[src/rtl/o232c_buffered.sv]
// o232c_buffered: RS-232C 8N1 transmitter fed by a small circular byte FIFO.
// Bytes pushed by the core are queued and then sent LSB first as start, d0..d7,
// stop, with each bit held for WAIT clocks. Queued bytes go out back to back.
`timescale 1ns/1ps
module o232c_buffered #(
    parameter int WAIT      = 143,
    parameter int DEPTH_LOG = 4
) (
    input  logic       clk,
    input  logic       reset,
    input  logic [7:0] data,
    input  logic       push,
    output logic       tx,
    output logic       full,
    output logic       busy,
    output logic       overflow
);

    localparam int                  DEPTH     = 1 << DEPTH_LOG;
    localparam int                  BW        = $clog2(WAIT);
    localparam logic [BW-1:0]       BAUD_LAST = BW'(WAIT - 1);
    localparam logic [DEPTH_LOG:0]  CNT_FULL  = (DEPTH_LOG + 1)'(DEPTH);

    typedef enum logic [1:0] {
        IDLE  = 2'd0,
        START = 2'd1,
        DATA  = 2'd2,
        STOP  = 2'd3
    } state_t;

    state_t               state_q, state_d;
    logic [7:0]           mem_q [DEPTH];
    logic [DEPTH_LOG-1:0] wr_ptr_q, wr_ptr_d;
    logic [DEPTH_LOG-1:0] rd_ptr_q, rd_ptr_d;
    logic [DEPTH_LOG:0]   count_q, count_d;
    logic [BW-1:0]        baud_q, baud_d;
    logic [2:0]           bit_q, bit_d;
    logic [7:0]           shift_q, shift_d;
    logic                 tx_q, tx_d;
    logic                 full_q, full_d;
    logic                 busy_q, busy_d;
    logic                 overflow_q, overflow_d;
    logic                 push_ok;
    logic                 pop;
    logic                 baud_end;

    // Next-state logic: FIFO bookkeeping, transmitter FSM and registered status flags.
    always_comb begin
        state_d    = state_q;
        wr_ptr_d   = wr_ptr_q;
        rd_ptr_d   = rd_ptr_q;
        count_d    = count_q;
        baud_d     = baud_q;
        bit_d      = bit_q;
        shift_d    = shift_q;
        tx_d       = tx_q;
        pop        = 1'b0;

        // A push is refused on the pre-edge full flag, even if a pop frees a slot.
        push_ok    = push & ~full_q;
        overflow_d = overflow_q | (push & full_q);
        baud_end   = (baud_q == BAUD_LAST);

        unique case (state_q)
            IDLE: begin
                tx_d = 1'b1;
                if (count_q != '0) begin
                    pop     = 1'b1;
                    shift_d = mem_q[rd_ptr_q];
                    tx_d    = 1'b0;
                    baud_d  = '0;
                    state_d = START;
                end
            end
            START: begin
                if (baud_end) begin
                    baud_d  = '0;
                    bit_d   = 3'd0;
                    tx_d    = shift_q[0];
                    state_d = DATA;
                end else begin
                    baud_d = baud_q + BW'(1);
                end
            end
            DATA: begin
                if (baud_end) begin
                    baud_d  = '0;
                    shift_d = shift_q >> 1;
                    if (bit_q == 3'd7) begin
                        tx_d    = 1'b1;
                        state_d = STOP;
                    end else begin
                        // shift_q[1] is the bit that lands in position 0 after this shift.
                        tx_d  = shift_q[1];
                        bit_d = bit_q + 3'd1;
                    end
                end else begin
                    baud_d = baud_q + BW'(1);
                end
            end
            STOP: begin
                if (baud_end) begin
                    baud_d = '0;
                    if (count_q != '0) begin
                        // Chain straight into the next start bit with no idle gap.
                        pop     = 1'b1;
                        shift_d = mem_q[rd_ptr_q];
                        tx_d    = 1'b0;
                        state_d = START;
                    end else begin
                        state_d = IDLE;
                    end
                end else begin
                    baud_d = baud_q + BW'(1);
                end
            end
            default: begin
                state_d = IDLE;
                tx_d    = 1'b1;
            end
        endcase

        if (push_ok) begin
            wr_ptr_d = wr_ptr_q + DEPTH_LOG'(1);
        end
        if (pop) begin
            rd_ptr_d = rd_ptr_q + DEPTH_LOG'(1);
        end
        unique case ({push_ok, pop})
            2'b10:   count_d = count_q + (DEPTH_LOG + 1)'(1);
            2'b01:   count_d = count_q - (DEPTH_LOG + 1)'(1);
            default: count_d = count_q;
        endcase

        full_d = (count_d == CNT_FULL);
        busy_d = (state_d != IDLE) | (count_d != '0);
    end

    // Control registers with synchronous reset; reset aborts any frame and empties the FIFO.
    always_ff @(posedge clk) begin
        if (reset) begin
            state_q    <= IDLE;
            wr_ptr_q   <= '0;
            rd_ptr_q   <= '0;
            count_q    <= '0;
            baud_q     <= '0;
            bit_q      <= '0;
            tx_q       <= 1'b1;
            full_q     <= 1'b0;
            busy_q     <= 1'b0;
            overflow_q <= 1'b0;
        end else begin
            state_q    <= state_d;
            wr_ptr_q   <= wr_ptr_d;
            rd_ptr_q   <= rd_ptr_d;
            count_q    <= count_d;
            baud_q     <= baud_d;
            bit_q      <= bit_d;
            tx_q       <= tx_d;
            full_q     <= full_d;
            busy_q     <= busy_d;
            overflow_q <= overflow_d;
        end
    end

    // Datapath registers: shift register and FIFO storage carry no reset.
    always_ff @(posedge clk) begin
        shift_q <= shift_d;
        if (push_ok) begin
            mem_q[wr_ptr_q] <= data;
        end
    end

    assign tx       = tx_q;
    assign full     = full_q;
    assign busy     = busy_q;
    assign overflow = overflow_q;

endmodule

[config.mk]
export PLATFORM = sky130hd
export DESIGN_NAME = o232c_buffered
export DESIGN_NICKNAME = d
export VERILOG_FILES = /design/src/rtl/o232c_buffered.sv
export SDC_FILE = /design/constraint.sdc
export NUM_CORES = 1
export LEC_CHECK = 0
export ABC_AREA = 1
export BUFFER_PORTS_ARGS = -buffer_cell sky130_fd_sc_hd__buf_4
export CAP_MARGIN = 20
export CORE_MARGIN = 2
export CORE_UTILIZATION = 45
export DETAILED_ROUTE_END_ITERATION = 16
export PLACE_DENSITY = 0.71
export SYNTH_ARGS = -nofsm -noshare
export SYNTH_HDL_FRONTEND = slang
export SYNTH_SLANG_ARGS = --single-unit
[constraint.sdc]
create_clock -name clk -period 4.5 [get_ports clk]
set_input_delay 0.45 -clock clk [delete_from_list [all_inputs] [get_ports clk]]
set_output_delay 0.45 -clock clk [all_outputs]
set_load 0.05 [all_outputs]
After elaboration in Yosys (flattened, before gate mapping)
Memories as Yosys holds them, arrays and structs flattened. A register that Yosys moved wholly into a read port is not among the register bits.
Index checks and enable logic that the tools add are counted.
{"block": "op_classes", "n_addsub": 6, "mul": 0, "n_div": 0, "order_cmp": 0, "n_eq_ne": 14, "n_shift": 0, "mux": 33, "bitwise": 5, "n_reduce_logical": 10}
{"operator": "8-bit two-way mux", "count": 5}
{"operator": "8-bit one-hot mux with 3 select lines", "count": 1}
{"operator": "8-bit one-hot mux with 2 select lines", "count": 1}
{"operator": "2-bit != test (second input constant)", "count": 6}
{"operator": "1-bit two-way mux", "count": 11}
{"operator": "2-bit two-way mux", "count": 5}
{"operator": "5-bit one-hot mux with 2 select lines", "count": 1}
{"operator": "5-bit nonzero test", "count": 2}
{"operator": "3-bit two-way mux", "count": 3}
{"operator": "4-bit by 1-bit adder with 4-bit output (second input constant)", "count": 2}
{"operator": "8-bit by 1-bit adder with 8-bit output (second input constant)", "count": 1}
{"operator": "8-bit equality test (second input constant)", "count": 1}
{"operator": "4-bit two-way mux", "count": 2}
{"operator": "2-bit one-hot mux with 4 select lines", "count": 1}
{"operator": "4-bit AND reduction", "count": 2}
{"operator": "2-bit equality test (second input constant)", "count": 3}
{"operator": "3-bit one-hot mux with 2 select lines", "count": 1}
{"operator": "5-bit by 1-bit adder with 5-bit output (second input constant)", "count": 1}
{"operator": "5-bit equality test (second input constant)", "count": 1}
{"operator": "5-bit by 1-bit subtractor with 5-bit output (second input constant)", "count": 1}
{"operator": "2-bit by 1-bit equality test with 1-bit output (second input constant)", "count": 2}
{"operator": "1-bit one-hot mux with 4 select lines", "count": 1}
{"operator": "2-bit nonzero test", "count": 2}
{"operator": "3-bit by 1-bit adder with 3-bit output (second input constant)", "count": 1}
{"operator": "9 further kinds", "count": 11}
{"block": "word_totals", "reg_bits": 38, "latch_bits": 0, "mem_bits_rw": 128, "rom_bits": 0, "inputBits": 11, "output_inout_bits": 4, "wordCells": 80, "n_memories": 1}
{"memory": "mem_q", "depth": 16, "width": 8, "rd": 1, "rd_clocked_by_memory_dff": 1, "write_ports": 1, "line": "32", "text": "logic [7:0] mem_q [DEPTH];"}

Longest topological paths before layout
Gate-level depths: netlist of run 1.
{"block": "depth", "word_depth": 8, "depth_mapped": 21}

Least setup slack after synthesis of run 1
OpenSTA, ideal clock, no wires.
{"block": "synth_timing", "path_kind": "register to register", "startpoint": "register state_q[0]", "endpoint": "register shift_q[0] (enable)", "setup_time_ps": 383, "arrival_time_ps": 1945, "required_ps": 4117, "path_slack_ps": 2172, "path_stages_with_launch": 8, "n_path_buf": 2, "synth_period_minus_slack_ps": 2328, "path_cell_list": "dfxtp_1 inv_1 ha_1 clkbuf_1 inv_1 clkbuf_1 a21oi_1 a211oi_1"}
{"block": "synth_between", "elab_chain_len": 3, "word_cells_on_any_way": 7}
{"element": "start: declaration", "line": "31", "text": "state_t state_q, state_d;"}
{"element": "start signal: assignment", "line": "153", "text": "state_q <= state_d;"}
{"element": "2-bit equality test / 2-bit zero test (equally long branches)", "line": "64", "text": "unique case (state_q)"}
{"element": "2-bit != test (no source line) / 3-bit nonzero test (equally long branches)"}
{"element": "3-bit AND reduction (no source line) (*)"}
{"element": "end signal: assignment", "line": "168", "text": "shift_q <= shift_d;"}
{"element": "end: declaration", "line": "38", "text": "logic [7:0] shift_q, shift_d;"}
Every way passes the cells marked *; elsewhere a longest branch is shown, timed or not.
A chain may end at the register's enable or synchronous reset.

Final worst setup path of run 1
{"block": "layout_timing", "startpoint": "register state_q[0]", "endpoint": "register shift_q[4] (enable)"}
The elaborated chain is that of the path after synthesis.

==> metrics, run 1 <==
status finished clean; startpoint types register; worst slew pin tran 1.122 ns; total grt overflow 0; gr usage total 0.1835; GR peak layer met2; multi-input logic area 2241 µm²; DR WL/cell 17.21 µm; FF/Latch Area 4768 µm²; DRC viols 0; syn nets 694; Achievable Freq around 0.38 GHz; CP Capture Point shift_q[4]; initial core utilization 0.4551; share of cells above drive strength 1 0.09012; Seq cells post-synth 170; EDFF count, synth 136; Core ar. 16350 µm²; gp weighted congestion 0.8733; Clock transition at path regs 0.06 ns; CP required 4.53 ns; TNS Setup 0 ns; largest stage delay on the critical path 0.90 ns; CTS Sinks 170; Crit path arrival time about 2.7 ns; Final Hold Fails 0; met2 usage 0.3045; clk_lat worst skew 0.42 ns; H-tree depth 4; post-layout minimum cycle time 2.666 ns; fraction of registers with async set/reset 0; commonest non-fill, non-tap cells in the layout edfxtp_1 (136), o21ai_0 (83), inv_1 (79); commonest non-fill, non-tap cell in the layout edfxtp_1; Avg Cell Area, Syn between 10 and 15 µm²; Rows between 40 and 50; most used cell along the critical path inv_1; Crit. End Element register; Crit-path slowest cell a211oi_1; worst hold path type primary input to register; Buf+Inv Stages, Crit Path 2; Die W between 100 and 150 µm; Cell variety after synth 40; Power, Total 4837 µW; die area 17580 µm²; vias in the first global route 4851; Crit path max-delay family compound AO/OA/AOI/OAI gates; CTS Buf Count 17; endpoint of the worst register-to-register path shift_q[4]; Slew HR 0.2476; sequential area share after synthesis 0.6404; cell area power density 583.7 nW/µm²; Post-CTS Resized 0; Post-Syn Area around 7400 µm²; final net count 702; critical path class register to register; RR Startpoint state_q[0]; Layout area overhead 11.39%; worst hold path depth 3; Worst setup startpoint state_q[0]; Vias per Instance 5.485; Pins Over Slew Limit 0; drt pass-1 iters 5; Top Ports 15; period utilization 0.5924; cell count after synthesis between 600 and 700; Iteration-0 DRC Markers slightly below 500; antenna violations before repair 0; Routed WL 15.63 mm; dpl hpwl 10.28 mm; WP depth 5; first-pass GRT wire length 24.85 mm; Crit Path Max Fanout 14; # hold bufs at CTS 0; Root Driver clkbuf_16; antenna viol nets, final 0; via count 4980; final setup violation count 0; Pleak 0.002986 µW; Top FF cell, synth edfxtp_1; CTS Buffer Depth 2; GRT met1 Usage 0.2376; worst vdd ir ~0.43 mV; TritonCTS clock tree built; # port buffers 14; largest net degree at the start of global routing 73; clock skew 0.006522 ns; R2R cell count 5; Yosys warnings 0; # Max-Cap Violations 0; Die H 132.6 µm; RSZ-0062 raised after global routing false; R2R Setup Slk roughly 1.8 ns; critical path cell sequence inv_1, ha_1, inv_1, a21oi_1, a211oi_1; Ant. Diodes 0; routing usage on met3 0.04368; # fillers 1442; Post-CTS Setup Inserts 0
routing by layer:
metal  routed length [µm]  vias up
met5                    0        -
met1                 6642     2445
met4                  199        0
met3                  854       17
met2                 7930      163
li1                     -     2355
cell usage after synthesis (2+ instances only):
cell type,count,area [µm²]
o21ai_0,83,415.4
inv_2,4,15.01
o211ai_1,11,82.58
xor2_1,2,17.52
nor2_1,47,176.4
mux2i_1,32,320.3
a31oi_1,3,18.77
buf_4,3,22.52
o22ai_1,3,18.77
dfxtp_1,34,680.7
nand4_1,3,18.77
nand2_1,69,259.0
clkbuf_1,15,56.30
nor3_1,7,35.03
nand3_2,4,40.04
ha_1,16,200.2
inv_1,79,296.5
nor2_2,5,31.28
nand2_2,2,12.51
a32oi_1,2,17.52
o221ai_1,3,26.28
nand2_4,2,22.52
a21oi_1,56,280.3
and3_1,2,12.51
nand3_1,18,90.09
buf_2,8,40.04
o21ai_1,6,30.03
edfxtp_1,136,4084
cell type report:
cell class | count | share of cell area
Timing Repair Buffer | 16 | 0.01449
Clock buffer | 23 | 0.05405
Sequential cell | 170 | 0.5754
Multi-Input combinational cell | 387 | 0.2704
Tap cell | 220 | 0.03322
Clock inverter | 9 | 0.01480
Inverter | 83 | 0.03760
per-stage QoR:
step / cell area (µm²) / hold WS [ns] / setup WS, ns / instances / util
4_1_cts: 8287 / 0.2641 / 1.869 / 908 / 0.5069
3_3_place_gp: 7716 / 0.4561 / 1.934 / 876 / 0.4720
6_report: 8287 / 0.2734 / 1.834 / 908 / 0.5069
5_1_grt: 8287 / 0.2827 / 1.668 / 908 / 0.5069
3_5_place_dp: 7716 / 0.4731 / 1.887 / 876 / 0.4720
2_1_floorplan: 7440 / 0.4374 / 2.172 / 667 / -
worst reg2reg max path, stage by stage, from the launching register on:
cell and delay (ns):
dfxtp_1 0.37, inv_1 0.11, ha_1 0.36, inv_1 0.40, a21oi_1 0.14, a211oi_1 0.90
flip-flops by register name, summed over array words and instances, names as in the netlist, 2 cells and up, named ones only:
| signal | cells |
|---|---|
| count_q | 5 |
| state_q | 2 |
| shift_q | 8 |
| rd_ptr_q | 4 |
| mem_q | 128 |
| bit_q | 3 |
| baud_q | 8 |
| wr_ptr_q | 4 |
worst min path at each step:
stage	from	end	slack, ns
5_1_grt	push	overflow	0.28
3_3_place_gp	bit_q[0]	bit_q[0]	0.46
2_1_floorplan	bit_q[0]	bit_q[0]	0.44
3_5_place_dp	bit_q[1]	bit_q[1]	0.47
4_1_cts	push	overflow	0.26
6_report	push	overflow	0.27
cells by family after synthesis:
kind of cell / synth area share
xor gates and xnor gates: 0.002355
AOI/OAI and AO/OA: 0.1273
muxes: 0.04305
buffers and inverters: 0.05836
DFF: 0.6404
adders and majority gates: 0.02691
and+or+nand+nor: 0.1016
report_power, final:
group	total, µW	switching (µW)	internal (µW)
Clock	1430	559	867
Sequential	2050	179	1870
Combinational	1370	888	477
Total	4840	1630	3210
(Power assumes the default switching activity.)
==> run 2: changes to the inputs <==
Settings changed: PLACE_DENSITY 0.71 to 0.74.
Clock period 4.5 ns to 2.2 ns, I/O delays scaled along.
==> metrics, run 2 (same netlist as run 1, synthesis figures left out) <==
startpoint types register (unchanged); final net count 743 (was 702); Final Hold Fails 0 (unchanged); gp weighted congestion 0.8860 (was 0.8733); worst vdd ir 0.9672 mV (was 0.4297 mV); CTS Buffer Depth 2 (unchanged); CTS Sinks 170 (unchanged); # Max-Cap Violations 0 (unchanged); switching power 3796 µW (was 1625 µW); DR WL/cell 17.59 µm (was 17.21 µm); internal cell power 7094 µW (was 3211 µW); DRC viols 0 (unchanged); largest net degree at the start of global routing 47 (was 73); max reg flops 128 (unchanged); worst hold path type primary input to register (unchanged); Vias per Instance 5.487 (was 5.485); RSZ-0062 raised after global routing true (was false); Pins Over Slew Limit 0 (unchanged); commonest non-fill, non-tap cell in the layout edfxtp_1 (unchanged); Ant. Diodes 0 (unchanged); Crit path arrival time 2.46 ns (was 2.70 ns); CP required 2.51 ns (was 4.53 ns); Iteration-0 DRC Markers 542 (was 491); Achievable Freq 0.4653 GHz (was 0.3751 GHz); Layout area overhead 18.00% (was 11.39%); Die H 132.6 µm (unchanged); Non-Filler Instances 949 (was 908); share of cells above drive strength 1 0.1879 (was 0.09012); # fillers 1377 (was 1442); Pleak 0.003229 µW (was 0.002986 µW); clock skew 0.01252 ns (was 0.006522 ns); via count 5207 (was 4980); Core ar. 16350 µm² (unchanged); FF/Latch Area 4776 µm² (was 4768 µm²); Clock transition at path regs 0.06 ns (about the same); Sw Share 0.3486 (was 0.3360); initial core utilization 0.4551 (unchanged); Rows 47 (unchanged); Die W 132.6 µm (unchanged); Slew HR 0.6331 (was 0.2476); Crit Path Max Fanout 4 (was 14); logic gate share of total power 0.345 (was 0.282); Biggest register mem_q (unchanged); R2R Setup Slk 0.05 ns (was 1.83 ns); status finished clean (unchanged); drt pass-1 iters 5 (unchanged); TritonCTS clock tree built (unchanged); R2R cell count 16 (was 5); TNS Setup 0 ns (unchanged); worst slew pin tran 0.5461 ns (was 1.122 ns); clk_lat worst skew 0.43 ns (was 0.42 ns); endpoint of the worst register-to-register path busy (was shift_q[4]); total grt overflow 0 (unchanged); H-tree depth 4 (unchanged); biggest regs mem_q x128, baud_q x8, shift_q x8 (unchanged); Post-Place Cells 911 (was 876); Root Driver clkbuf_16 (unchanged); multi-input logic area 2333 µm² (was 2241 µm²); commonest non-fill, non-tap cells in the layout edfxtp_1 (136), o21ai_0 (82), inv_1 (71) (was edfxtp_1 (136), o21ai_0 (83), inv_1 (79)); antenna viol nets, final 0 (unchanged); cell area power density 1241 nW/µm² (was 583.7 nW/µm²); critical path class register to register (unchanged); post-layout minimum cycle time 2.149 ns (was 2.666 ns); first-pass GRT wire length 26.57 mm (was 24.85 mm); Hold Path Sink overflow (unchanged); Top Ports 15 (unchanged); CTS Buf Count 17 (unchanged); gr usage total 0.1956 (was 0.1835); vias in the first global route 5242 (was 4851); die area 17580 µm² (unchanged); Crit. End Element register (unchanged); Sequential Power Share 0.370 (was 0.423); RR Startpoint state_q[0] (unchanged); beginning of the worst hold path push (unchanged); dpl hpwl 10.87 mm (was 10.28 mm); worst hold path depth 3 (unchanged); Routed WL 16.69 mm (was 15.63 mm); Clock Power Share 0.285 (was 0.295); antenna violations before repair 0 (unchanged); period utilization 0.9768 (was 0.5924); # port buffers 14 (unchanged); final setup violation count 0 (unchanged)
run 2: power groups by stage:
stage	Combinational [µW]	Clock (µW)	Sequential (µW)
floorplan	2290	0	4060
global placement	3220	0	4050
detailed placement	3360	0	4070
CTS	3490	3150	4010
global route	4120	3270	4050
finish	3760	3110	4030
run 2: worst max path at each step:
stage / from / end / slack, ns / depth (start not counted)
final: state_q[0] / busy / 0.05 / 16
after global placement: state_q[1] / busy / 0.05 / 19
after floorplan: state_q[0] / busy / 0.01 / 14
after global routing: state_q[0] / full / -0.13 / 20
after detailed placement: state_q[1] / busy / -0.15 / 19
after CTS: state_q[0] / busy / 0.01 / 13
run 2: cell type report:
class / count / share of cell area
clock buffer: 18 / 0.04889
clock inverter: 14 / 0.02138
inverter: 83 / 0.03549
multi-input combinational: 387 / 0.2658
sequential: 170 / 0.5440
tap: 220 / 0.03136
timing repair buffer: 57 / 0.05302
run 2: critical path, stage by stage, from the launching register on:
cell and delay (ns):
dfxtp_2 0.33, inv_1 0.07, ha_4 0.26, inv_1 0.03, nand2_1 0.06, inv_2 0.06, buf_4 0.13, buf_4 0.12
buf_4 0.13, nand4_4 0.12, nand3_1 0.11, o21ai_1 0.14, nand2_1 0.08, nand3_1 0.12, nand3_2 0.09, nor2_1 0.11
nor2_1 0.05
run 2: per-stage QoR:
| step | area, µm² | setup slack, ns | total power [µW] | hold slack (ns) | util |
|---|---|---|---|---|---|
| finish | 8778 | 0.05098 | 10890 | 0.04192 | 0.5370 |
| CTS | 8683 | 0.01112 | 10640 | 0.02824 | 0.5312 |
| global route | 8778 | -0.1325 | 11440 | 0.04878 | 0.5370 |
| global placement | 8021 | 0.04769 | 7275 | 0.4566 | 0.4907 |
| floorplan | 7445 | 0.009746 | 6347 | 0.3189 | - |
| detailed placement | 8021 | -0.1451 | 7428 | 0.4692 | 0.4907 |
run 2: timing repair:
item	4_1_cts	5_1_grt
gates resized for setup	12	20
hold buffers	0	0
endpoints found under the setup margin	3	4
buffers inserted	4	2
pin swaps	8	11
run 2: per-layer routing:
layer | global-route usage | vias up | wire length [µm]
met5 | 0 | - | 0
met4 | 0.08244 | 0 | 500
met3 | 0.04138 | 47 | 986
met2 | 0.3276 | 198 | 8028
met1 | 0.2473 | 2511 | 7173
li1 | - | 2451 | -
